==> src/rtl/mem_port_arbiter_pkg.sv <==
// Shared types for the unified memory port arbiter: FSM states, requester
// identity and the default fetch-starvation bound.
package mem_port_arbiter_pkg;

  typedef enum logic [1:0] {
    ST_IDLE = 2'd0,
    ST_REQ  = 2'd1,
    ST_WAIT = 2'd2
  } state_e;

  typedef enum logic {
    OWN_IF = 1'b0,
    OWN_D  = 1'b1
  } owner_e;

  localparam int STARVE_MAX_DEF = 4;

endpackage

==> src/rtl/mem_port_arbiter.sv <==
// Shares one memory port between instruction fetch and load/store, with a
// single outstanding request/grant/response transaction at a time.
module mem_port_arbiter
  import mem_port_arbiter_pkg::*;
#(
  parameter int ADDR_W     = 32,
  parameter int DATA_W     = 32,
  parameter int STARVE_MAX = STARVE_MAX_DEF
) (
  input  logic              clk,
  input  logic              reset,
  input  logic              if_req,
  input  logic [ADDR_W-1:0] if_addr,
  input  logic              if_flush,
  output logic [DATA_W-1:0] if_rdata,
  output logic              if_ready,
  input  logic              d_req,
  input  logic              d_we,
  input  logic [ADDR_W-1:0] d_addr,
  input  logic [DATA_W-1:0] d_wdata,
  output logic [DATA_W-1:0] d_rdata,
  output logic              d_ready,
  output logic              mem_req,
  output logic              mem_we,
  output logic [ADDR_W-1:0] mem_addr,
  output logic [DATA_W-1:0] mem_wdata,
  input  logic              mem_gnt,
  input  logic              mem_rvalid,
  input  logic [DATA_W-1:0] mem_rdata,
  output logic              busy
);

  localparam int CNT_W = $clog2(STARVE_MAX + 1);
  localparam logic [CNT_W-1:0] STARVE_LIM = CNT_W'(STARVE_MAX);

  state_e              state_q;
  owner_e              owner_q;
  logic                kill_q;
  logic [CNT_W-1:0]    starve_q;
  logic [CNT_W-1:0]    starve_d;
  logic [ADDR_W-1:0]   addr_q;
  logic [DATA_W-1:0]   wdata_q;
  logic                we_q;
  logic                mem_req_q;
  logic                busy_q;
  logic                grant_data;
  logic                grant_if;

  // Arbitration pick: data wins unless the waiting fetch has been starved too long.
  always_comb begin
    grant_data = 1'b0;
    grant_if   = 1'b0;
    starve_d   = starve_q;
    if (state_q == ST_IDLE) begin
      grant_data = d_req && (!if_req || (starve_q < STARVE_LIM));
      grant_if   = !grant_data && if_req;
    end else begin
      grant_data = 1'b0;
      grant_if   = 1'b0;
    end
    if (!if_req || grant_if) begin
      starve_d = '0;
    end else if (grant_data && (starve_q < STARVE_LIM)) begin
      starve_d = starve_q + CNT_W'(1);
    end else begin
      starve_d = starve_q;
    end
  end

  // Transaction sequencer: latch request, hold it until granted, await response.
  always_ff @(posedge clk) begin
    if (reset) begin
      state_q   <= ST_IDLE;
      owner_q   <= OWN_IF;
      kill_q    <= 1'b0;
      starve_q  <= '0;
      addr_q    <= '0;
      wdata_q   <= '0;
      we_q      <= 1'b0;
      mem_req_q <= 1'b0;
      busy_q    <= 1'b0;
    end else begin
      starve_q <= starve_d;
      case (state_q)
        ST_IDLE: begin
          kill_q <= 1'b0;
          if (grant_data) begin
            owner_q   <= OWN_D;
            addr_q    <= d_addr;
            we_q      <= d_we;
            wdata_q   <= d_wdata;
            mem_req_q <= 1'b1;
            busy_q    <= 1'b1;
            state_q   <= ST_REQ;
          end else if (grant_if) begin
            owner_q   <= OWN_IF;
            addr_q    <= if_addr;
            we_q      <= 1'b0;
            wdata_q   <= '0;
            mem_req_q <= 1'b1;
            busy_q    <= 1'b1;
            state_q   <= ST_REQ;
          end else begin
            state_q <= ST_IDLE;
          end
        end
        ST_REQ: begin
          if (owner_q == OWN_IF && if_flush) begin
            kill_q <= 1'b1;
          end
          if (mem_gnt) begin
            mem_req_q <= 1'b0;
            state_q   <= ST_WAIT;
          end else begin
            state_q <= ST_REQ;
          end
        end
        ST_WAIT: begin
          if (mem_rvalid) begin
            kill_q  <= 1'b0;
            busy_q  <= 1'b0;
            state_q <= ST_IDLE;
          end else if (owner_q == OWN_IF && if_flush) begin
            kill_q <= 1'b1;
          end else begin
            state_q <= ST_WAIT;
          end
        end
        default: begin
          kill_q    <= 1'b0;
          mem_req_q <= 1'b0;
          busy_q    <= 1'b0;
          state_q   <= ST_IDLE;
        end
      endcase
    end
  end

  // Completion pulses follow the response in the same cycle; a killed fetch is dropped.
  always_comb begin
    d_ready  = (state_q == ST_WAIT) && mem_rvalid && (owner_q == OWN_D);
    if_ready = (state_q == ST_WAIT) && mem_rvalid && (owner_q == OWN_IF)
               && !kill_q && !if_flush;
  end

  assign if_rdata  = mem_rdata;
  assign d_rdata   = mem_rdata;
  assign mem_req   = mem_req_q;
  assign mem_we    = we_q;
  assign mem_addr  = addr_q;
  assign mem_wdata = wdata_q;
  assign busy      = busy_q;

endmodule

==> config.mk <==
export PLATFORM = sky130hd
export DESIGN_NAME = mem_port_arbiter
export DESIGN_NICKNAME = d
export VERILOG_FILES = /design/src/rtl/mem_port_arbiter_pkg.sv /design/src/rtl/mem_port_arbiter.sv
export SDC_FILE = /design/constraint.sdc
export NUM_CORES = 1
export LEC_CHECK = 0
export CAP_MARGIN = 20
export CELL_PAD_IN_SITES_DETAIL_PLACEMENT = 1
export CELL_PAD_IN_SITES_GLOBAL_PLACEMENT = 2
export CORE_ASPECT_RATIO = 2
export CORE_UTILIZATION = 18
export CTS_CLUSTER_DIAMETER = 120
export CTS_CLUSTER_SIZE = 8
export DETAILED_ROUTE_END_ITERATION = 8
export PLACE_DENSITY = 0.89
export SETUP_SLACK_MARGIN = 0.02
export SYNTH_ARGS = -nofsm -noshare
export SYNTH_HDL_FRONTEND = slang
export SYNTH_SLANG_ARGS = --single-unit
export TNS_END_PERCENT = 100
==> constraint.sdc <==
create_clock -name clk -period 2.35 [get_ports clk]
set_input_delay 0.235 -clock clk [delete_from_list [all_inputs] [get_ports clk]]
set_output_delay 0.235 -clock clk [all_outputs]
set_load 0.03 [all_outputs]
Word-level counts from Yosys, hierarchy flattened
Cells that the tools add are included.
Widths: inputs -> output; s select.
{"block": "totals", "ff_bits": 74, "latchBits": 0, "mem_bits_rw": 0, "mem_bits_ro": 0, "input_bits": 136, "output_inout_bits": 133, "word_cells": 65, "mem_count": 0}
{"block": "classes", "addsub": 1, "mul": 0, "div_mod_pow": 0, "magnitude_cmp": 1, "n_eq_ne": 6, "n_shift": 0, "muxes": 24, "bitwise_logic": 3, "reduce_logical": 21}
{"operator": "$mux 32", "n": 4}
{"operator": "$mux 1", "n": 13}
{"operator": "$logic_and 1x1->1", "n": 9}
{"operator": "$mux 2", "n": 3}
{"operator": "$ne 3x3->1 const B", "n": 2}
{"operator": "$pmux 1 s3", "n": 2}
{"operator": "$pmux 2 s3", "n": 1}
{"operator": "$reduce_and 3->1", "n": 2}
{"operator": "$logic_not 1->1", "n": 4}
{"operator": "$ne 2x2->1 const B", "n": 2}
{"operator": "$add 3x1->3 const B", "n": 1}
{"operator": "$lt 3x3->1 const B", "n": 1}
{"operator": "$not 1->1", "n": 3}
{"operator": "$eq 2x1->1 const B", "n": 1}
{"operator": "$eq 2x2->1 const B", "n": 1}
{"operator": "$logic_not 2->1", "n": 1}
{"operator": "$logic_or 1x1->1", "n": 2}
{"operator": "$pmux 1 s2", "n": 1}
{"operator": "$reduce_and 2->1", "n": 1}
{"operator": "$reduce_bool 2->1", "n": 1}
{"operator": "$reduce_or 2->1", "n": 1}

Depth between registers and ports, before layout
{"block": "depth", "word_depth": 9, "depth_mapped": 8, "depth_no_buf": 5}

Worst setup path after synthesis
No wires, ideal clock.
{"block": "synth_path", "kind": "register to output", "from": "register state_q[0]", "to": "output if_ready", "t_arrival_ps": 1553, "required_time_ps": 2115, "slack_ps": 562, "stages_incl_launch_ff": 5, "n_path_buf": 0, "path_cell_list": "dfxtp_1 > inv_1 > ha_1 > nand2_1 > nor4_1"}
{"block": "synth_via", "elab_chain_len": 5}
{"element": "start, declared", "line_no": "mem_port_arbiter.sv:36", "source": "state_e state_q;"}
{"element": "start signal, assigned", "line_no": "mem_port_arbiter.sv:73", "source": "state_q <= ST_IDLE;"}
{"element": "start signal, assigned", "line_no": "mem_port_arbiter.sv:94", "source": "state_q <= ST_REQ;"}
{"element": "start signal, assigned", "line_no": "mem_port_arbiter.sv:102", "source": "state_q <= ST_REQ;"}
{"element": "$eq 2x2->1", "line_no": "mem_port_arbiter.sv:142", "source": "if_ready = (state_q == ST_WAIT) && mem_rvalid && (owner_q == OWN_IF)"}
{"element": "$logic_and 1x1->1 (2 in a row)", "line_no": "mem_port_arbiter.sv:142"}
{"element": "$logic_and 1x1->1 (2 in a row)", "line_no": "mem_port_arbiter.sv:143", "source": "&& !kill_q && !if_flush;"}
{"element": "end, declared", "line_no": "mem_port_arbiter.sv:16", "source": "output logic if_ready,"}
Every way passes these cells.

Worst setup path in the final report
{"block": "layout_path", "from": "register state_q[0]", "to": "register addr_q[0] (netlist: mem_addr[0])"}
{"block": "layout_via", "elab_chain_len": 4, "elab_cells_between_ends": 6, "classes_between": "3 x mux; 3 x reduce/logical"}
{"element": "$logic_not 2->1 *", "line_no": "mem_port_arbiter.sv:54, mem_port_arbiter.sv:84"}
{"element": "$mux 1", "line_no": "mem_port_arbiter.sv:54", "source": "if (state_q == ST_IDLE) begin"}
{"element": "$reduce_bool 2->1 (no line)"}
{"element": "$reduce_and 2->1 (no line)"}
{"element": "end signal, assigned", "line_no": "mem_port_arbiter.sv:89", "source": "addr_q <= d_addr;"}
{"element": "end signal, assigned", "line_no": "mem_port_arbiter.sv:97", "source": "addr_q <= if_addr;"}
{"element": "end, declared", "line_no": "mem_port_arbiter.sv:41", "source": "logic [ADDR_W-1:0] addr_q;"}
Every way passes the cells marked *; elsewhere a longest branch is shown, timed or not.
A chain may end at the register's enable or synchronous reset.

==> flow_summary.json <==
{
  "setup_tns_ns": 0,
  "die_w_um": 104,
  "ys.warnings.count": 0,
  "async_reset_ff_frac": 0,
  "ios": 269,
  "critPathLaunchType": "register",
  "syn_inst": 420,
  "ant_nets": 0,
  "crit_path_start": "state_q[0]",
  "slew_viol_final": 0,
  "track_usage": 0.134,
  "start_util": 0.183,
  "antenna_cells": 0,
  "irDropWorstVdd_mv": 0.281,
  "reg2regPathDepth": 5,
  "fin_ws_ns": 0.215,
  "power.density_nw_per_um2": 696,
  "cts_setup_buffers": 0,
  "antenna_found_initial": 0,
  "clock_path_buffers": 2,
  "final_layout_size_suffix_gt1_frac": 0.0564,
  "placed_cells": 767,
  "end_kind": "register",
  "postSynthRegisterBits": 74,
  "cp-endpoint": "mem_addr[0]",
  "synth-edff-count": 0,
  "synth.avg_cell_area_um2": 8.88,
  "firstDrtPassIters": 4,
  "synth_area_leaders": "dfxtp_1 40%, buf_4 13%, a2111oi_1 8.1%",
  "r2r_end": "mem_addr[0]",
  "fin_crit_sh": 0.908,
  "dpl.hpwl_um": 10700,
  "final_util": 0.271,
  "port_buffers": 172,
  "slew_headroom": 0.484,
  "cp.required_ns": 2.54,
  "ys_types": 29,
  "syn-num-nets": 561,
  "htree_levels": 3,
  "synthFlopType": "dfxtp_1",
  "grt-ovfl-total": 0,
  "min_period_ns": 2.13,
  "gp_congestion": 0.752,
  "leakage_nw": 2.00,
  "chipHeight_um": 206,
  "maxCapViolCount": 0,
  "setup_viol": 0,
  "cp_data_arrival_time_ns": 2.33,
  "final_nets": 653,
  "path_clk_slew_ns": 0.06,
  "cts.sinks": 74,
  "fin_cells": 780,
  "drc": 0,
  "r2r_slack_ns": 0.22,
  "vias": 3572,
  "clk-insertion-delay-late_ns": 0.33,
  "seq_area_frac_synth": 0.397,
  "rows": 74,
  "hold_viol_final": 0,
  "grt_pass1_wl_um": 21300,
  "grt_pass1_vias": 3824,
  "nFillCells": 2357,
  "r2r-start": "state_q[0]",
  "rsz0062_at_grt": "no",
  "drt-wirelength-per-cell_um": 18.4,
  "total_power_mw": 3.84,
  "fin_skew_ns": 0.00621,
  "cts_tree": "yes",
  "syn_to_final_growth_pct": 48.0,
  "die_area_um2": 21300,
  "syn-cell-area_um2": 3730,
  "wl_um": 14400,
  "numCtsBuffers": 9,
  "cp_max_fo": 35,
  "drtIter0Drc": 104,
  "crit_type": "register to register",
  "grt_max_degree": 43,
  "preCtsSetupSlack_ns": 0.0223,
  "synth_common_cells": "74 x dfxtp_1, 69 x nor2_1, 64 x buf_4, 35 x inv_1, 34 x a2111oi_0",
  "hp-class": "primary input to register",
  "clock.fmax_ghz": 0.468,
  "yosysTopAreaCell": "dfxtp_1",
  "synth_top_area_frac": 0.397,
  "tightest_slew_ns": 0.764,
  "clockRootBuffer": "clkbuf_16",
  "status": "finished clean",
  "viasPerCell": 4.58,
  "core_um2": 20400,
  "synth.most_common_cell": "dfxtp_1"
}
cell usage in the layout, fill, tap and decap left out, types with 2 or more instances in the layout:
master           instances
o41ai_1                  2
buf_4                    8
clkbuf_16                9
a21oi_1                  6
nor4bb_1                 2
o31ai_1                  2
nor2b_1                  4
a2111oi_0               34
nand2_1                  4
a2111oi_1               30
inv_1                   35
nand3b_1                 2
or3_1                    2
clkbuf_8                 2
clkbuf_1                 2
nand3_1                  2
ha_1                     5
clkdlybuf4s50_1        170
dfxtp_1                 74
a32oi_1                 33
buf_12                   4
nor2_1                  68
and2_4                   2
final cells by class:
type / instances / area [um2] / share of cell area
Timing Repair Buffer: 184 / 1860 / 0.337
Sequential cell: 74 / 1480 / 0.269
Multi-Input combinational cell: 208 / 1450 / 0.263
Tap cell: 266 / 333 / 0.0603
Clock buffer: 13 / 260 / 0.0472
Inverter: 35 / 131 / 0.0238
worst min path at each step:
| stage | startpoint | end | cells past startpoint |
|---|---|---|---|
| 6_report | reset | mem_wdata[24] | 2 |
| 5_1_grt | reset | mem_wdata[0] | 2 |
| 4_1_cts | reset | mem_wdata[24] | 2 |
| 3_5_place_dp | starve_q[1] | starve_q[1] | 2 |
| 3_3_place_gp | starve_q[1] | starve_q[1] | 2 |
| 2_1_floorplan | d_addr[22] | mem_addr[22] | 2 |
per-layer routing:
layer / vias up / GRT usage / wire length, um
met5: - / 0 / 0
met4: 0 / 0.108 / 882
met3: 77 / 0.0301 / 830
met2: 145 / 0.268 / 8310
met1: 1703 / 0.109 / 4360
li1: 1647 / - / -
power by group:
part | internal (mW) | switching (mW) | total, mW
clock | 0.757 | 0.522 | 1.28
sequential | 1.38 | 0.0753 | 1.45
combinational | 0.506 | 0.601 | 1.11
cell families (layout without fill, tap and decap cells):
family	count (synthesis)	in the layout	share of synthesized area
buffers and inverters	138	232	0.216
adders and majority gates	5	5	0.0168
and+or+nand+nor	92	92	0.108
AOI/OAI and AO/OA	111	111	0.262
DFF	74	74	0.397
sequential cells by signal, indices dropped and copies added, names as in the netlist:
signal     count
mem_we         1
busy           1
kill_q         1
mem_req        1
mem_wdata     32
owner_q        1
starve_q       3
state_q        2
mem_addr      32
critical path: stages (launching register included):
cell and delay, ns:
dfxtp_1 0.34, inv_1 0.09, ha_1 0.35, and2_4 0.47, and2_4 0.50, a2111oi_0 0.18
repair_timing:
action	in CTS	in global routing
resized for setup	0	1
setup endpoints to repair	0	1
hold buffers	0	0
stage by stage:
step,hold slack (ns),area (um2)
global placement,0.447,5250
CTS,0.380,5510
finish,0.387,5520
floorplan,0.373,3730
global route,0.406,5520
detailed placement,0.454,5250
Note: power is estimated with default switching activity, not from simulation.
